## config.mk

```make
export PLATFORM = sky130hd
export DESIGN_NAME = sequential_array_divider
export DESIGN_NICKNAME = d
export VERILOG_FILES = /design/src/rtl/sequential_array_divider.sv
export SDC_FILE = /design/constraint.sdc
export NUM_CORES = 1
export LEC_CHECK = 0
export ABC_AREA = 1
export BUFFER_PORTS_ARGS = -buffer_cell sky130_fd_sc_hd__buf_2
export CORE_MARGIN = 1
export CORE_UTILIZATION = 30
export CTS_CLUSTER_SIZE = 25
export DETAILED_ROUTE_END_ITERATION = 10
export GPL_TIMING_DRIVEN = 0
export PLACE_DENSITY = 0.52
export SLEW_MARGIN = 30
export SYNTH_ARGS = -nofsm -noshare
export SYNTH_HDL_FRONTEND = slang
export SYNTH_SLANG_ARGS = --single-unit
```

## constraint.sdc

```tcl
create_clock -name clk_i -period 4.7 [get_ports clk_i]
set_clock_uncertainty 0.05 [all_clocks]
set_input_delay 1.175 -clock clk_i [delete_from_list [all_inputs] [get_ports clk_i]]
set_output_delay 1.175 -clock clk_i [all_outputs]
set_load 0.1 [all_outputs]
```

## src/rtl/sequential_array_divider.sv

```systemverilog
// Iterative unsigned restoring divider: each clock applies QUOTIENT_PER_CYCLE
// chained trial-subtract rows between the partial-remainder and quotient registers.
module sequential_array_divider #(
    parameter int DATA_WIDTH         = 8,
    parameter int QUOTIENT_PER_CYCLE = 2
) (
    input  logic                  clk_i,
    input  logic                  rst_i,
    input  logic                  data_valid_i,
    input  logic [DATA_WIDTH-1:0] dividend_i,
    input  logic [DATA_WIDTH-1:0] divisor_i,
    output logic [DATA_WIDTH-1:0] quotient_o,
    output logic [DATA_WIDTH-1:0] remainder_o,
    output logic                  divide_by_zero_o,
    output logic                  data_valid_o,
    output logic                  idle_o
);

    localparam int N  = DATA_WIDTH / QUOTIENT_PER_CYCLE;
    localparam int CW = $clog2(N) + 1;
    localparam logic [CW-1:0] LAST = CW'(N - 1);

    typedef enum logic [1:0] {
        IDLE,
        DIVIDE,
        DONE
    } state_t;

    state_t state;
    state_t state_next;

    logic [DATA_WIDTH:0]   rem;
    logic [DATA_WIDTH:0]   rem_next;
    logic [DATA_WIDTH-1:0] quo;
    logic [DATA_WIDTH-1:0] quo_next;
    logic [DATA_WIDTH-1:0] div;
    logic [CW-1:0]         count;
    logic                  last_iter;

    assign last_iter    = (count == LAST);
    assign data_valid_o = (state == DONE);
    assign idle_o       = (state == IDLE);

    // The remainder always stays below the divisor, so the sign bit of the
    // (DATA_WIDTH+1)-bit trial difference alone decides each quotient bit.
    always_comb begin
        logic [DATA_WIDTH:0] shifted;
        logic [DATA_WIDTH:0] trial;
        shifted  = '0;
        trial    = '0;
        rem_next = rem;
        quo_next = quo;
        for (int i = 0; i < QUOTIENT_PER_CYCLE; i++) begin
            shifted  = {rem_next[DATA_WIDTH-1:0], quo_next[DATA_WIDTH-1]};
            quo_next = quo_next << 1;
            trial    = shifted - {1'b0, div};
            if (!trial[DATA_WIDTH]) begin
                rem_next    = trial;
                quo_next[0] = 1'b1;
            end else begin
                rem_next = shifted;
            end
        end
    end

    always_ff @(posedge clk_i or posedge rst_i) begin
        if (rst_i) begin
            state <= IDLE;
        end else begin
            state <= state_next;
        end
    end

    always_comb begin
        state_next = state;
        case (state)
            IDLE: begin
                if (data_valid_i) begin
                    state_next = (divisor_i == '0) ? DONE : DIVIDE;
                end
            end
            DIVIDE: begin
                if (last_iter) begin
                    state_next = DONE;
                end
            end
            DONE:    state_next = IDLE;
            default: state_next = IDLE;
        endcase
    end

    always_ff @(posedge clk_i or posedge rst_i) begin
        if (rst_i) begin
            rem              <= '0;
            quo              <= '0;
            div              <= '0;
            count            <= '0;
            quotient_o       <= '0;
            remainder_o      <= '0;
            divide_by_zero_o <= 1'b0;
        end else begin
            case (state)
                IDLE: begin
                    if (data_valid_i) begin
                        quo   <= dividend_i;
                        div   <= divisor_i;
                        rem   <= '0;
                        count <= '0;
                        if (divisor_i == '0) begin
                            quotient_o       <= '1;
                            remainder_o      <= dividend_i;
                            divide_by_zero_o <= 1'b1;
                        end
                    end
                end
                DIVIDE: begin
                    rem   <= rem_next;
                    quo   <= quo_next;
                    count <= count + 1'b1;
                    if (last_iter) begin
                        quotient_o       <= quo_next;
                        remainder_o      <= rem_next[DATA_WIDTH-1:0];
                        divide_by_zero_o <= 1'b0;
                    end
                end
                default: begin
                end
            endcase
        end
    end

endmodule
```

**After elaboration in Yosys (flattened, before gate mapping)**

Index checks and enable logic that the tools add are counted.

- Magnitude comparators: 0
- Bitwise operators: 0
- Reduce and logical (&&, ||, !) cells: 7
- Multiply operators: 0
- Div/mod/pow operators: 0
- Equal/unequal tests: 6
- Shift-type cells: 0
- $add $sub $neg: 3
- Multiplexer cells: 26

Operators by type and width:

| operator | number |
|---|---|
| 8-bit two-way mux | 10 |
| 8-bit case mux with 2 select lines | 4 |
| 9-bit by 8-bit subtractor with 9-bit output | 2 |
| 8-bit zero test | 1 |
| 2-bit two-way mux | 3 |
| 3-bit case mux with 2 select lines | 1 |
| 2-bit AND reduction | 3 |
| 1-bit two-way mux | 5 |
| 2-bit != test (second input constant) | 2 |
| 2-bit case mux with 2 select lines | 1 |
| 4-bit AND reduction | 1 |
| 3-bit by 1-bit adder with 3-bit output (second input constant) | 1 |
| 3-bit by 2-bit == test with 1-bit output (second input constant) | 1 |
| 3-bit two-way mux | 1 |
| 2-bit by 1-bit == test with 1-bit output (second input constant) | 1 |
| 2-bit == test (second input constant) | 1 |
| 2-bit zero test | 1 |
| 2-bit by 1-bit != test with 1-bit output (second input constant) | 1 |
| 1-bit case mux with 2 select lines | 1 |
| 2-bit nonzero test | 1 |

- Memory bits (writable): 0
- Register bits after elaboration: 46
- Memories: 0
- ROM bits: 0
- Logic and storage cells: 50
- Input port bits: 19
- Latch bits: 0
- Output and inout port bits: 19

**Longest topological paths before layout**

Gate-level depths: netlist of run 1.

- Depth after elaboration: 6
- Depth in mapped cells: 25
- Depth with buffers taken out: 25

**Worst setup path after synthesis of run 1**

OpenSTA, ideal clock, no wires.

- Kind: register to register
- Start: register quo[7]
- End: register remainder_o[2]
- Arrival time: 3.171 ns
- Cell stages (with the launch flop): 23
- Path buffers: 0
- Slack: 1.417 ns
- Data required time: 4.587 ns
- Library setup time: 0.063 ns
- Clock period less this slack: 3.283 ns
- Cell sequence: dfrtp_1 inv_1 ha_1 inv_1 fa_1 nand2_1 nand2_1 nand3_2 nand3_2 nand2_4 nand2_1 o21ai_2 inv_1 fa_1 o21ai_2 nand2_1 o21bai_4 inv_2 nand3_4 nand4_1 nand3_1 nand2_1 inv_1

- Word-level cells in the longest chain between the ends: 6

RTL lines:

| item | RTL line | text |
|---|---|---|
| start: declaration | 34 | `logic [DATA_WIDTH-1:0] quo;` |
| start signal: assignment | 105 | `quo <= dividend_i;` |
| start signal: assignment | 118 | `quo <= quo_next;` |
| 9-bit by 8-bit subtractor with 9-bit output | 56 | `trial = shifted - {1'b0, div};` |
| 8-bit two-way mux (*) | 57 | `if (!trial[DATA_WIDTH]) begin` |
| 9-bit by 8-bit subtractor with 9-bit output | 56 |  |
| 8-bit two-way mux (*) | 57 |  |
| 8-bit two-way mux (*) | 120 | `if (last_iter) begin` |
| 8-bit case mux with 2 select lines (*) | 102 | `case (state)` |
| end signal: assignment | 111 | `remainder_o <= dividend_i;` |
| end signal: assignment | 122 | `remainder_o <= rem_next[DATA_WIDTH-1:0];` |
| end: declaration | 13 | `output logic [DATA_WIDTH-1:0] remainder_o,` |

Mark *: on every way between the ends. The rest lies on a longest branch, timed or not. The select of a mux whose other input is x is not followed.
A chain may end at the register's enable or synchronous reset.

**Worst setup path in the final report of run 1**

- Start: register quo[7]
- End: register remainder_o[4]

Same word-level chain as after synthesis.

==> impl_metrics.csv, run 1 <==
group,metric,value,unit
run_status,run_status,"finished clean",
die,die_width,103,microns
global_route,gr-usage-all-layers,0.158,
setup_path,rr_endpoint,"remainder_o[4]",
die,dieArea,10600,sq um
setup_path,path_cells,"inv_1 > ha_1 > inv_1 > fa_1 > nand2_1 > nand2_1 > nand3_2 > nand3_2 > nand2_4 > nand2_1 > o21ai_2 > inv_1 > fa_1 > o21ai_2 > nand2_1 > o21bai_4 > inv_2 > nand3_4 > nand4_1 > nand3_1 > nand2_1 > inv_1",
setup_path,worstRegToRegCells,22,
synthesis,netlist_instances,391,
global_route,antenna_found_initial,0,
timing,grt_setup_unrepaired,"false",
setup_path,cp_data_arrival_time,3.94,ns
synthesis,ys_async_sr_fraction,1.00,
clock_network,cts.sinks,46,
detailed_routing,drt_first_pass_iters,4,
setup_path,worstPathMaxFanout,10,
synthesis,syn-num-nets,430,
placed_design,dpl.hpwl,6010,microns
timing,fin_crit_sh,0.795,
clock_network,cts_tree,"yes",
clock_network,h-tree-depth,2,
layout,drive_gt1_frac,0.188,
clock_network,clk_latency,0.31,ns
setup_path,cp_common_cell,"nand2_1",
setup_path,cp.required,4.90,ns
synthesis,synth_top_flop_cell,"dfrtp_1",
synthesis,yosys_warnings,0,
timing,maxSlewHeadroom,0.604,
synthesis,seq_area_frac_synth,0.377,
synthesis,synth.avg_cell_area,7.81,sq um
setup_path,cp-end-kind,"flip-flop",
min_path,hold_end,"count[0]",
timing,slew_viol_final,0,
synthesis,synth_top_cell_by_area,"dfrtp_1",
layout,multi_input_area,1640,sq um
detailed_routing,drt_iter0_drc,126,
setup_path,path_class,"flip-flop to flip-flop",
global_route,grt-ovfl-total,0,
global_route,grt_pass1_vias,2677,
clock_network,hold_buffers,0,
global_route,grt_start_max_net_pins,47,
synthesis,yosys_register_bits,46,
detailed_routing,route.detailed.drc,0,
synthesis,yosysTopAreaCellShare,0.377,
setup_path,reg2reg_slack,0.96,ns
min_path,min_path_type,"flip-flop to flip-flop",
placed_design,place.gp.congestion,0.834,
synthesis,synth_area,3060,sq um
detailed_routing,vias_per_cell,4.69,
clock_network,path_clk_slew,0.09,ns
setup_path,rr_startpoint,"quo[7]",
clock_network,cts_setup_buffers,0,
synthesis,synth_area_leaders,"dfrtp_1, nand2_1, ha_1, inv_1, nand3_1",
timing,setup_viol,0,
timing,post-route-min-period,3.74,ns
min_path,hp-start,"count[0]",
die,initial_core_util,0.311,
synthesis,synth_edf_count,0,
synthesis,synth_cell_type_count,38,
clock_network,clockBufferDepth,2,
clock_network,cts-root-buf,"clkbuf_8",
layout,num_antenna_cells,0,
job,drv_cap,0,
detailed_routing,ant_nets,0,
detailed_routing,wl_per_cell,13.1,microns
die,rows,36,
timing,finalHoldViolCount,0,
layout,syn_to_final_growth,15.3,%
layout,nFillCells,1104,
layout,regArea,1150,sq um
setup_path,crit_path_top_delay_cell,"fa_1",
timing,setup_tns,0,ns
setup_path,max_stage_delay,0.45,ns
clock_network,numCtsBuffers,5,
detailed_routing,via_count,2671,
die,die_y,103,microns
clock_network,cts_resized,0,
die,core_area,9820,sq um
placed_design,portBuffers,37,
min_path,whs_path_depth,1,
die,io_pins,38,
setup_path,cp-start-kind,"flip-flop",
layout,final_nets,474,
timing,fmax,268,MHz
detailed_routing,routed_wl,7470,microns
global_route,grt_pass1_wl,12900,microns
timing,tightest_slew,0.594,ns
## cell families (layout without fill, tap and decap cells)
family | Yosys count | in the layout | synth area share
and+or+nand+nor | 194 | 194 | 0.317
buffers and inverters | 68 | 113 | 0.0860
AOI/OAI and AO/OA | 55 | 55 | 0.109
DFF | 46 | 46 | 0.377
adders and majority gates | 20 | 20 | 0.0868
xor gates and xnor gates | 7 | 7 | 0.0201
muxes | 1 | 1 | 0.00369
## synthesized netlist by cell type, types with 3 or more instances
master    instances
dfrtp_1          46
o21ai_0          22
nand2_4           5
buf_2             3
inv_1            55
clkbuf_1          7
nand4_1          14
or2_2             8
nand3b_1          3
nor2_1           22
a21oi_1          15
nand3_1          30
nand3_2           3
xnor2_1           4
ha_1             18
xor2_1            3
nand2_1          97
a31oi_1           8
## metrics by stage
stage                util  setup WS, ns  std cells  hold WS (ns)  area [sq um]
floorplan               -          1.42        391         0.400          3060
global placement    0.347          1.03        561         0.415          3410
detailed placement  0.347         0.982        561         0.421          3410
CTS                 0.359         0.943        569         0.447          3520
global route        0.359         0.600        569         0.463          3520
finish              0.359         0.962        569         0.445          3520
## metal layers
layer  share of wire  track usage
met3           0.021       0.0231
met5               0            0
met2            0.49        0.273
met1            0.48        0.208
met4           0.010       0.0358
## layout make-up
cell class                 instances  share of cell area
multi-input combinational        277               0.466
sequential                        46               0.327
inverter                          57              0.0615
timing repair buffer              37              0.0526
tap                              133              0.0472
clock buffer                       5              0.0195
buffer                            11              0.0139
clock inverter                     3              0.0124
## worst max-delay path by stage
stage	slack (ns)	depth (start not counted)	start	to
5_1_grt	0.60	22	quo[7]	remainder_o[2]
4_1_cts	0.94	22	quo[7]	remainder_o[0]
6_report	0.96	22	quo[7]	remainder_o[4]
3_3_place_gp	1.03	21	quo[7]	remainder_o[0]
2_1_floorplan	1.42	22	quo[7]	remainder_o[2]
3_5_place_dp	0.98	22	quo[7]	remainder_o[0]
## worst max-delay path: cells and delay by family (launching register included)
| family | cells | cell delay, ns |
|---|---|---|
| adders and majority gates | 3 | 0.99 |
| DFF | 1 | 0.37 |
| and+or+nand+nor | 11 | 1.36 |
| buffers and inverters | 5 | 0.37 |
| AOI/OAI and AO/OA | 3 | 0.53 |
## flip-flops by register name, indices dropped and copies added (netlist names)
name and cells:
quotient_o 8, rem 8, quo 8, div 8, remainder_o 8, divide_by_zero_o 1, state 2, count 3
## layout by cell type, fill, tap and decap left out, drive strengths merged
master    n
nand4    16
inv      58
a21oi    16
clkinv    1
a22oi     1
ha       18
clkbuf   12
nor4      2
xnor2     4
o22ai     1
a41oi     1
o21bai    1
or2      10
bufinv    1
nand3    35
nand2   105
o21ai    24
buf      41
dfrtp    46
a22o      1
mux2      1
a21o      2
nand3b    3
a31oi     8
nor2     23
xor2      3
fa        2
Power of run 1 is not shown: default switching activity piles up to over one toggle a cycle in this logic, so the estimate is an artifact.
==> run 2, diff against run 1 <==
clock period = 3.9 ns   (was 4.7 ns; I/O delays follow)
==> run 2 against run 1 <==
Effect of this change:
- register-to-register slack got worse by 0.63 ns
- critical path type unchanged
- maximum frequency up 4.9%
- critical endpoint is now remainder_o[0]
- setup slack got worse by 0.63 ns
- first-iteration DRC count down 9.5%
- hold slack worse by 0.0016 ns
- count of clock-buffer cells in the layout stayed put
- global-route usage unchanged
- non-clock buffer count grew 3
- critical path depth increased by 1
- sequential cell count unchanged
- die area did not move
- sequential share of layout area decreased by 0.60 points
==> impl_metrics.csv, run 2 (synthesis gave the netlist of run 1 again) <==
group,metric,value,unit
global_route,busiest_layer,"met2",
min_path,hp-start,"count[0]",
setup_path,cp-end-kind,"flip-flop",
global_route,grt-ovfl-total,0,
timing,fin_crit_sh,0.914,
timing,tightest_slew,0.587,ns
global_route,met1_usage,0.208,
layout,final_nets,478,
layout,final_common_cell,"nand2_1",
clock_network,clockBufferDepth,2,
timing,maxSlewHeadroom,0.609,
timing,post-route-min-period,3.56,ns
placed_design,place.gp.congestion,0.834,
die,rows,36,
run_status,run_status,"finished clean",
detailed_routing,drt_iter0_drc,114,
clock_network,cts.sinks,46,
detailed_routing,drt_first_pass_iters,4,
die,initial_core_util,0.311,
clock_network,path_clk_slew,0.09,ns
setup_path,cp.required,4.06,ns
clock_network,hold_buffers,0,
min_path,min_path_type,"flip-flop to flip-flop",
clock_network,h-tree-depth,2,
die,die_y,103,microns
global_route,gr-usage-all-layers,0.158,
die,dieArea,10600,sq um
job,drv_cap,0,
timing,setup_viol,0,
layout,syn_to_final_growth,17.4,%
setup_path,cp_data_arrival_time,3.72,ns
setup_path,worstPathMaxFanout,9,
timing,finalHoldViolCount,0,
detailed_routing,wl_per_cell,13.2,microns
detailed_routing,route.detailed.drc,0,
layout,mostFrequentLayoutCells,"nand2_1, inv_1, dfrtp_1",
global_route,grt_pass1_vias,2677,
layout,num_antenna_cells,0,
detailed_routing,via_count,2699,
detailed_routing,routed_wl,7540,microns
layout,drive_gt1_frac,0.207,
global_route,antenna_found_initial,0,
global_route,grt_pass1_wl,12900,microns
global_route,met2_usage,0.273,
clock_network,cts-root-buf,"clkbuf_8",
setup_path,worstRegToRegCells,23,
setup_path,path_class,"flip-flop to flip-flop",
setup_path,reg2reg_slack,0.34,ns
global_route,grt_start_max_net_pins,47,
global_route,met3_usage,0.0231,
layout,nFillCells,1099,
setup_path,rr_startpoint,"quo[7]",
clock_network,cts_tree,"yes",
clock_network,clk_latency,0.31,ns
setup_path,crit_path_start,"quo[7]",
die,die_width,103,microns
timing,worst_hold_slack,0.443,ns
timing,fmax,281,MHz
timing,slew_viol_final,0,
setup_path,cp-start-kind,"flip-flop",
placed_design,dpl.hpwl,6010,microns
setup_path,rr_endpoint,"remainder_o[0]",
layout,utilization,0.365,
placed_design,portBuffers,37,
min_path,whs_path_depth,1,
detailed_routing,ant_nets,0,
detailed_routing,vias_per_cell,4.71,
die,core_area,9820,sq um
clock_network,numCtsBuffers,5,
min_path,hold_end,"count[0]",
die,io_pins,38,
[run 2: cell types whose count changed in the layout (fill, tap and decap cells not counted), sizes merged]
| cell | delta |
|---|---|
| buf | +3 |
| nand2 | +1 |
[run 2: stage by stage]
step / cell area [sq um] / setup WS (ns) / TNS (ns) / instances
2_1_floorplan: 3060 / 0.617 / 0 / 391
3_3_place_gp: 3410 / 0.233 / 0 / 561
3_5_place_dp: 3410 / 0.182 / 0 / 561
4_1_cts: 3520 / 0.143 / 0 / 569
5_1_grt: 3590 / -0.00373 / -0.00683 / 573
6_report: 3590 / 0.336 / 0 / 573
[run 2: how the worst max path moves through the flow]
stage,to,slack [ns],cells after the start
2_1_floorplan,remainder_o[2],0.62,22
3_3_place_gp,remainder_o[0],0.23,21
3_5_place_dp,remainder_o[0],0.18,22
4_1_cts,remainder_o[0],0.14,22
5_1_grt,remainder_o[2],-0.004,24
6_report,remainder_o[0],0.34,23
[run 2: area by class of cell]
type                       instances  area, sq um  area share
buffer                            11         48.8      0.0136
clock buffer                       5         68.8      0.0192
clock inverter                     3         43.8      0.0122
inverter                          57          216      0.0603
multi-input combinational        278         1690       0.470
sequential                        46         1150       0.321
tap                              133          166      0.0464
timing repair buffer              40          208      0.0579
[run 2: routing by layer]
layer / share of wire / up-vias
met5: 0 / -
met4: 0.010 / 0
met3: 0.026 / 6
met2: 0.49 / 39
met1: 0.47 / 1280
li1: - / 1374
[run 2: worst max-delay path: stages, from the launching register on]
cell      delay, ns
dfrtp_1        0.38
inv_2          0.09
ha_1           0.15
inv_1          0.06
fa_1           0.39
nand2_1        0.09
nand2_1        0.11
nand3_2        0.13
nand2_2        0.07
nand2_4        0.10
nand2_4        0.08
buf_4          0.13
nand3_1        0.06
nand2_1        0.11
ha_4           0.31
nand2_1        0.07
o21ai_2        0.21
nand2_2        0.09
o21bai_4       0.23
nand3_4        0.17
nand4_1        0.15
nand3_1        0.11
nand2_1        0.07
inv_1          0.03
[run 2: repair_timing]
item                                    in CTS  in global routing
endpoints found under the setup margin       0                 18
setup buffers                                0                  3
resized for setup                            0                  7
Power of run 2 is left out for the same reason.
==> run 3, diff against run 2 <==
CORE_ASPECT_RATIO = 0.6   (was not set)
==> run 3 against run 2 <==
Effect of this change:
- sequential cell count unchanged
- critical path type unchanged
- maximum frequency down 2.6%
- highest routed layer unchanged
- first-iteration DRC count up 94%
- largest cell class unchanged
- utilization grew 0.51 points
- register-to-register slack got worse by 0.09 ns
- sequential share of layout area fell by 0.64 points
==> impl_metrics.csv, run 3 (synthesis gave the netlist of run 1 again) <==
group,metric,value,unit
run_status,run_status,"finished clean",
job,drv_cap,0,
global_route,grt_pass1_vias,2498,
timing,setup_tns,0,ns
placed_design,portBuffers,37,
layout,final_nets,477,
timing,fmax,273,MHz
timing,setup_viol,0,
global_route,grt_start_max_net_pins,47,
die,core_area,9880,sq um
timing,post-route-min-period,3.66,ns
global_route,grt_pass1_wl,13300,microns
setup_path,max_stage_delay,0.38,ns
setup_path,cp.required,4.04,ns
detailed_routing,wl_per_cell,14.2,microns
global_route,grt-ovfl-total,0,
layout,final_common_cell,"nand2_1",
placed_design,placed_cell_area,3410,sq um
setup_path,cp_common_cell,"nand2_1",
detailed_routing,drt_first_pass_iters,4,
layout,mostFrequentLayoutCells,"nand2_1, inv_1, dfrtp_1",
layout,syn_to_final_growth,19.8,%
clock_network,clk_latency,0.29,ns
die,die_y,80.2,microns
die,initial_core_util,0.309,
detailed_routing,vias_per_cell,4.76,
setup_path,cp-start-kind,"flip-flop",
clock_network,cts.sinks,46,
timing,finalHoldViolCount,0,
placed_design,place.gp.congestion,0.810,
timing,grt_setup_unrepaired,"false",
global_route,gr-usage-all-layers,0.163,
setup_path,path_class,"flip-flop to flip-flop",
global_route,antenna_found_initial,0,
layout,num_antenna_cells,0,
setup_path,crit_path_top_delay_cell,"fa_1",
timing,fin_crit_sh,0.938,
clock_network,cts_tree,"yes",
detailed_routing,ant_nets,0,
timing,tightest_slew,0.593,ns
die,dieArea,10600,sq um
clock_network,cts-root-buf,"clkbuf_16",
timing,maxSlewHeadroom,0.605,
setup_path,worstPathMaxFanout,10,
clock_network,h-tree-depth,2,
detailed_routing,drt_iter0_drc,221,
placed_design,dpl.hpwl,6470,microns
clock_network,numCtsBuffers,5,
layout,finalInstanceArea,3660,sq um
min_path,min_path_type,"flip-flop to flip-flop",
setup_path,cp-end-kind,"flip-flop",
detailed_routing,via_count,2734,
die,die_width,132,microns
die,rows,28,
setup_path,cp_data_arrival_time,3.80,ns
timing,slew_viol_final,0,
detailed_routing,route.detailed.drc,0,
die,io_pins,38,
layout,drive_gt1_frac,0.210,
clock_network,path_clk_slew,0.07,ns
clock_network,clockBufferDepth,2,
detailed_routing,routed_wl,8130,microns
## run 3: cell count changes in the layout (fill, tap and decap cells not counted), sizes merged
cell / before / now
nand2: 106 / 105
## run 3: layer usage
metal | wire length (microns) | GRT usage
met4 | 17 | 0.0138
met5 | 0 | 0
met3 | 596 | 0.0391
met2 | 2900 | 0.210
met1 | 4620 | 0.268
## run 3: worst paths after layout
path                                   to  cells past startpoint   start  slack [ns]
max in group asynchronous          rem[3]                      2   rst_i        2.69
hold / removal                     div[4]                      2  div[4]        0.44
min in group asynchronous        count[2]                      2   rst_i        0.69
hold reg to reg                    div[4]                      2  div[4]        0.44
setup / recovery           remainder_o[2]                     25  quo[7]        0.24
setup reg to reg           remainder_o[2]                     25  quo[7]        0.24
## run 3: worst max-delay path, delay by kind of cell (launching register included)
| family | cells | cell delay (ns) |
|---|---|---|
| AND/OR/NAND/NOR | 15 | 1.58 |
| flip-flops | 1 | 0.36 |
| adder cells (fa/ha/maj) | 3 | 0.84 |
| AO/OA/AOI/OAI | 1 | 0.19 |
| buffers and inverters | 6 | 0.54 |
## run 3: what timing repair did
| item | in CTS | in global routing |
|---|---|---|
| hold buffers | 0 | 0 |
| endpoints found under the setup margin | 0 | 18 |
| gates resized for setup | 0 | 10 |
| buffers inserted | 0 | 3 |
## run 3: final cells by class
| cell class | count | area, sq um |
|---|---|---|
| plain buffers | 11 | 48.8 |
| clock buffers | 5 | 125 |
| clock inverters | 3 | 43.8 |
| fillers | 1049 | 6220 |
| inverters | 57 | 216 |
| multi-input cells | 277 | 1700 |
| flip-flops and latches | 46 | 1150 |
| well taps | 135 | 169 |
| repair buffers | 40 | 208 |
## run 3: through the flow
step           setup WS [ns]   util  cells  hold WS, ns
5_1_grt             0.000335  0.371    574        0.458
2_1_floorplan          0.617      -    391        0.400
3_5_place_dp          0.0453  0.345    563        0.427
6_report               0.242  0.371    574        0.442
3_3_place_gp          0.0562  0.345    563        0.416
4_1_cts              0.00169  0.362    571        0.444
Power of run 3 is left out for the same reason.
